File: src/rtl/accum_datapath_pkg.sv
// Shared constants for the accumulator datapath: data width and common-bus
// source encodings.
package accum_datapath_pkg;

  localparam int unsigned DATA_W = 16;

  typedef enum logic [2:0] {
    BUS_ENTRY = 3'd0,
    BUS_AR    = 3'd1,
    BUS_PC    = 3'd2,
    BUS_DR    = 3'd3,
    BUS_AC    = 3'd4,
    BUS_IR    = 3'd5,
    BUS_ZERO  = 3'd6,
    BUS_MEM   = 3'd7
  } bus_sel_e;

endpackage

File: src/rtl/accum_datapath_dec.sv
// 3-to-8 one-hot decoder with enable; all outputs low when disabled.
module dec_3to8_en (
  input  logic       en,
  input  logic [2:0] sel,
  output logic [7:0] y
);

  always_comb begin
    y = '0;
    if (en) y[sel] = 1'b1;
  end

endmodule

File: src/rtl/accum_datapath.sv
// Accumulator-side datapath: ALU, AC/E registers, common-bus source mux and
// the timing/opcode decoders of the 16-bit teaching CPU.
module accum_datapath
  import accum_datapath_pkg::*;
#(
  parameter logic [DATA_W-1:0] ENTRY_POINT = 16'h0010
) (
  input  logic              clk,
  input  logic              rst_n,
  input  logic              en,
  input  logic              ac_ld,
  input  logic              ac_clr,
  input  logic              ac_inr,
  input  logic              op_and,
  input  logic              op_add,
  input  logic              op_dr,
  input  logic              op_inpr,
  input  logic              op_cmp,
  input  logic              op_shr,
  input  logic              op_shl,
  input  logic              e_clr,
  input  logic              e_cmp,
  input  logic [DATA_W-1:0] dr,
  input  logic [7:0]        inpr,
  input  logic [11:0]       ar,
  input  logic [11:0]       pc,
  input  logic [DATA_W-1:0] ir,
  input  logic [DATA_W-1:0] mem_data,
  input  logic [2:0]        bus_sel,
  input  logic [2:0]        sc,
  input  logic              dec_en,
  output logic [DATA_W-1:0] ac,
  output logic              e,
  output logic [DATA_W-1:0] ac_nxt,
  output logic              e_nxt,
  output logic [DATA_W-1:0] bus_data,
  output logic [7:0]        t,
  output logic [7:0]        d
);

  logic [DATA_W:0] sum;

  assign sum = {1'b0, ac} + {1'b0, dr};

  // First active strobe wins; no strobe passes AC through unchanged.
  always_comb begin
    ac_nxt = ac;
    if      (op_and)  ac_nxt = ac & dr;
    else if (op_add)  ac_nxt = sum[DATA_W-1:0];
    else if (op_dr)   ac_nxt = dr;
    else if (op_inpr) ac_nxt = {ac[15:8], inpr};
    else if (op_cmp)  ac_nxt = ~ac;
    else if (op_shr)  ac_nxt = {e, ac[15:1]};
    else if (op_shl)  ac_nxt = {ac[14:0], e};
  end

  always_comb begin
    e_nxt = e;
    if      (e_clr)  e_nxt = 1'b0;
    else if (e_cmp)  e_nxt = ~e;
    else if (op_shr) e_nxt = ac[0];
    else if (op_shl) e_nxt = ac[15];
    else if (op_add) e_nxt = sum[DATA_W];
  end

  always_ff @(posedge clk or negedge rst_n) begin
    if (!rst_n) begin
      ac <= '0;
      e  <= 1'b0;
    end else if (en) begin
      e <= e_nxt;
      if      (ac_clr) ac <= '0;
      else if (ac_ld)  ac <= ac_nxt;
      else if (ac_inr) ac <= ac + 16'd1;
    end
  end

  always_comb begin
    bus_data = '0;
    case (bus_sel_e'(bus_sel))
      BUS_ENTRY: bus_data = ENTRY_POINT;
      BUS_AR:    bus_data = {4'b0, ar};
      BUS_PC:    bus_data = {4'b0, pc};
      BUS_DR:    bus_data = dr;
      BUS_AC:    bus_data = ac;
      BUS_IR:    bus_data = ir;
      BUS_ZERO:  bus_data = '0;
      BUS_MEM:   bus_data = mem_data;
      default:   bus_data = '0;
    endcase
  end

  dec_3to8_en u_dec_t (
    .en  (dec_en),
    .sel (sc),
    .y   (t)
  );

  dec_3to8_en u_dec_d (
    .en  (dec_en),
    .sel (ir[14:12]),
    .y   (d)
  );

endmodule

File: config.mk
export PLATFORM = sky130hd
export DESIGN_NAME = accum_datapath
export DESIGN_NICKNAME = d
export VERILOG_FILES = /design/src/rtl/accum_datapath_pkg.sv /design/src/rtl/accum_datapath_dec.sv /design/src/rtl/accum_datapath.sv
export SDC_FILE = /design/constraint.sdc
export NUM_CORES = 1
export LEC_CHECK = 0
export CAP_MARGIN = 20
export CORE_MARGIN = 1
export CORE_UTILIZATION = 41
export CTS_CLUSTER_SIZE = 30
export DETAILED_ROUTE_END_ITERATION = 6
export HOLD_SLACK_MARGIN = 0.15
export PLACE_DENSITY = 0.8
export SETUP_SLACK_MARGIN = 0.2
export SLEW_MARGIN = 30
export SYNTH_ARGS = -nofsm -noshare
export SYNTH_HDL_FRONTEND = slang
export SYNTH_SLANG_ARGS = --single-unit
File: constraint.sdc
create_clock -name clk -period 2.7 [get_ports clk]
set_input_delay 0.405 -clock clk [delete_from_list [all_inputs] [get_ports clk]]
set_output_delay 0.405 -clock clk [all_outputs]
set_load 0.02 [all_outputs]
==> key figures <==
Run status
  • Outcome: finished with violations
  • Failing checks: setup timing

Place
  • Area after DPL: 7180 um^2
  • Detail Placement HPWL: roughly 17000 um
  • Post-Place Cells: 1021
  • Placer's final routability congestion estimate: ~0.95
  • PortBufs: ~170
  • Dpl ws: -0.983 ns

Timing
  • Max-slew violation count: 0
  • Min setup slack post-route: -0.312 ns
  • Setup violation total in the final timing report: 17
  • Max frequency: 0.332 GHz
  • Worst Skew: between 0.003 and 0.004 ns
  • Final period utilization: 112%
  • Relative slew slack: 64.9%
  • Slew @ Worst Pin: about 0.52 ns
  • Hold Fails Final Rpt: 0
  • Minimum clock period: between 3 and 4 ns
  • RSZ-0062 raised after global routing: true

GRT
  • Vias in the first global route: between 6k and 7k
  • Initial antenna violation count: 0
  • First-pass GRT wire length: 33400 um
  • Total gr overflow: 0
  • Total GRT Usage: ~41%
  • Pin count of the biggest net entering global routing: 19

Logic synthesis
  • Synth warn: 0
  • Post-synth top flop: dfrtp_1
  • Mean Syn Cell Area: 6.86 um^2
  • Synth Cell Area: ~4200 um^2
  • Top post-synthesis cells by area: dfrtp_1, nand2_1, o21ai_0, a21oi_1, ha_1
  • Area leader, netlist: dfrtp_1
  • Cell count after synthesis: approximately 610
  • Number of synthesized flops with an enable pin: 0
  • Area share of the largest cell type after synthesis: approximately a tenth
  • Async SR Flop Fraction: 100%
  • Synthesized Nets: 730
  • Register area share after synthesis: between 10 and 15%
  • Synthesis-stage register bit count: 17
  • Distinct cells, synth: 78

Clock network
  • Clock Latency Late Sink: approximately 0.27 ns
  • CTS tree: done
  • Clk buf depth: 2
  • CTS Buf Count: 3
  • Clk slew on worst S/H paths: around 0.080 ns
  • Root buf cell: clkbuf_8
  • H-tree Lvls: 1
  • Hold Buf Count CTS: 0
  • Sink Count: 17

Power and ir drop
  • PD cells: 295 nW/um^2
  • Peak supply drop: roughly 0.00024 V
  • Cell leakage power: around 3.5 nW

Floorplanning
  • Core Rows: 36
  • Core box area: just under 10000 um^2
  • Die Y: 103 um
  • Ports: approximately 170
  • Die Footprint: approximately 11000 um^2
  • Die X: 103 um
  • Starting Density: a little over two fifths

Setup path
  • Critical Path AT: approximately 2.6 ns
  • Flop2flop setup slack: -0.18 ns
  • Worst path required time: roughly 2.3 ns
  • Largest fanout on the critical path: 3
  • Setup CP Type: register to output pin
  • Critical R2R Launch: ac[0]$_DFFE_PN0P_
  • Worst r2r dst: ac[8]$_DFFE_PN0P_
  • Worst R2R Path Depth: 13
  • Startpoint Class: register
  • Crit. End Element: output pin
  • Start point of the critical path: ac[0]$_DFFE_PN0P_

Cells and area
  • Fill cells: 679
  • Non-filler cells, final: 1067
  • FF/Latch Area: approximately 430 um^2
  • Post-layout util: roughly 81%
  • Area taken by multi-input logic gates: between 3000 and 4000 um^2
  • Area growth, synth to finish: 90.8%
  • Nets@finish: 1056
  • # diodes: 0
  • Post-route cell area: 7970 um^2
  • Fraction of layout cells with a size suffix above 1: about a third

Route
  • Drt pass-1 iters: 5
  • Total wire length: ~22000 um
  • Average wire per standard cell: between 20 and 25 um
  • DR vias/cell: between 6 and 7
  • Post-DRT Antenna Nets: 0
  • DRC viols: 0
  • DR vias: 6733
  • DRT iter0 DRCs: about 860

Worst hold path
  • Hold/Removal Path Class: input pin to asynchronous set/reset pin

Job
  • Max cap viols: 0
## per-layer routing
| metal | track usage, % | up-vias | wire length, um |
|---|---|---|---|
| li1 | - | 2989 | - |
| met5 | 0 | - | 0 |
| met1 | 54.5 | 3177 | 8840 |
| met4 | 16.9 | 0 | 863 |
| met2 | 69.0 | 479 | 10400 |
| met3 | 4.47 | 88 | 2390 |
## power breakdown
part | leakage (nW) | switching (mW) | total, mW | internal, mW
logic | 3.25 | 0.913 | 1.83 | 0.913
registers | 0.228 | 0.0281 | 0.308 | 0.280
clock network | 0.0228 | 0.110 | 0.216 | 0.106
total | 3.50 | 1.05 | 2.35 | 1.30
## critical path, cell delays in order (launching register included)
cell      delay (ns)
dfrtp_2         0.43
ha_4            0.18
buf_6           0.11
buf_6           0.10
buf_6           0.10
buf_6           0.11
a211oi_4        0.25
o21ai_2         0.13
a31oi_4         0.26
nor2_2          0.08
mux2_4          0.27
a31oi_4         0.17
buf_6           0.14
## cells in the mapped netlist, drive strengths merged (3+ instances only)
cell type and number:
nand2 70, o21ai 53, nor2 51, a21oi 49, clkbuf 41, inv 19, mux2i 19, ha 18
dfrtp 17, nand3 15, buf 14, nor3 14, a221oi 13, nand2b 13, a21o 12, a31oi 12
a211oi 11, a22oi 11, mux2 10, nor2b 10, o31ai 10, a221o 7, nand4 7, o211ai 7
o21a 7, o221ai 6, a21boi 5, a32o 5, and3 5, a2111oi 4, a211o 4, and2 4
mux4 4, nor3b 4, nor4 4, or2 4, xnor2 4, a32oi 3, o22ai 3, o41ai 3
or3 3, xor2 3
## per-stage QoR
stage	hold WS (ns)	TNS [ns]	total power [mW]
floorplan	0.109	0	1.06
global placement	0.609	-14.07	1.84
detailed placement	0.632	-15.62	1.88
CTS	0.495	-2.84	2.24
global route	0.509	-4.50	2.46
finish	0.496	-3.32	2.35
## logic make-up (layout without fill, tap and decap cells)
logic type / after synthesis / after routing / synth area share (%)
AOI/OAI and AO/OA: 246 / 246 / 41.2
xor gates and xnor gates: 7 / 7 / 1.47
adders and majority gates: 19 / 19 / 5.87
buffers and inverters: 75 / 400 / 7.25
DFF: 17 / 17 / 10.2
muxes: 33 / 33 / 9.41
and+or+nand+nor: 212 / 212 / 24.6
## flip-flops by register name (all words and copies together), names as in the netlist
name	flops
ac	16
e	1
## cells in the final DEF (no fill, tap or decap), types with 9 or more instances in the layout
cell,Yosys,layout
buf_4,0,196
nand2b_1,13,12
a22oi_1,11,11
nor2_1,51,49
clkdlybuf4s50_1,0,113
buf_6,1,21
ha_4,0,9
a21o_1,11,11
inv_1,19,18
a21oi_1,49,40
dlygate4sd2_1,0,29
mux2i_1,19,19
o21ai_0,52,43
a221oi_1,12,9
dfrtp_1,17,16
a31oi_1,12,10
nand2_1,70,66
nand3_1,15,15
nor3_1,14,11
## worst max-delay path by stage
| stage | endpoint |
|---|---|
| after floorplan | ac_nxt[8] |
| after global placement | ac_nxt[14] |
| after detailed placement | ac_nxt[14] |
| after CTS | ac_nxt[8] |
| after global routing | ac_nxt[8] |
| final | ac_nxt[13] |
## final cells by class
class	instances	area share, %
multi-input cells	517	49.2
repair buffers	376	41.8
flip-flops and latches	17	5.35
well taps	133	2.09
inverters	20	0.989
clock buffers	4	0.565
## timing repair
item,CTS,global route
setup buffers,34,8
setup endpoints to repair,41,33
pin swaps,46,19
gates resized for setup,194,30
No activity file was read; power rests on OpenSTA's default activity.
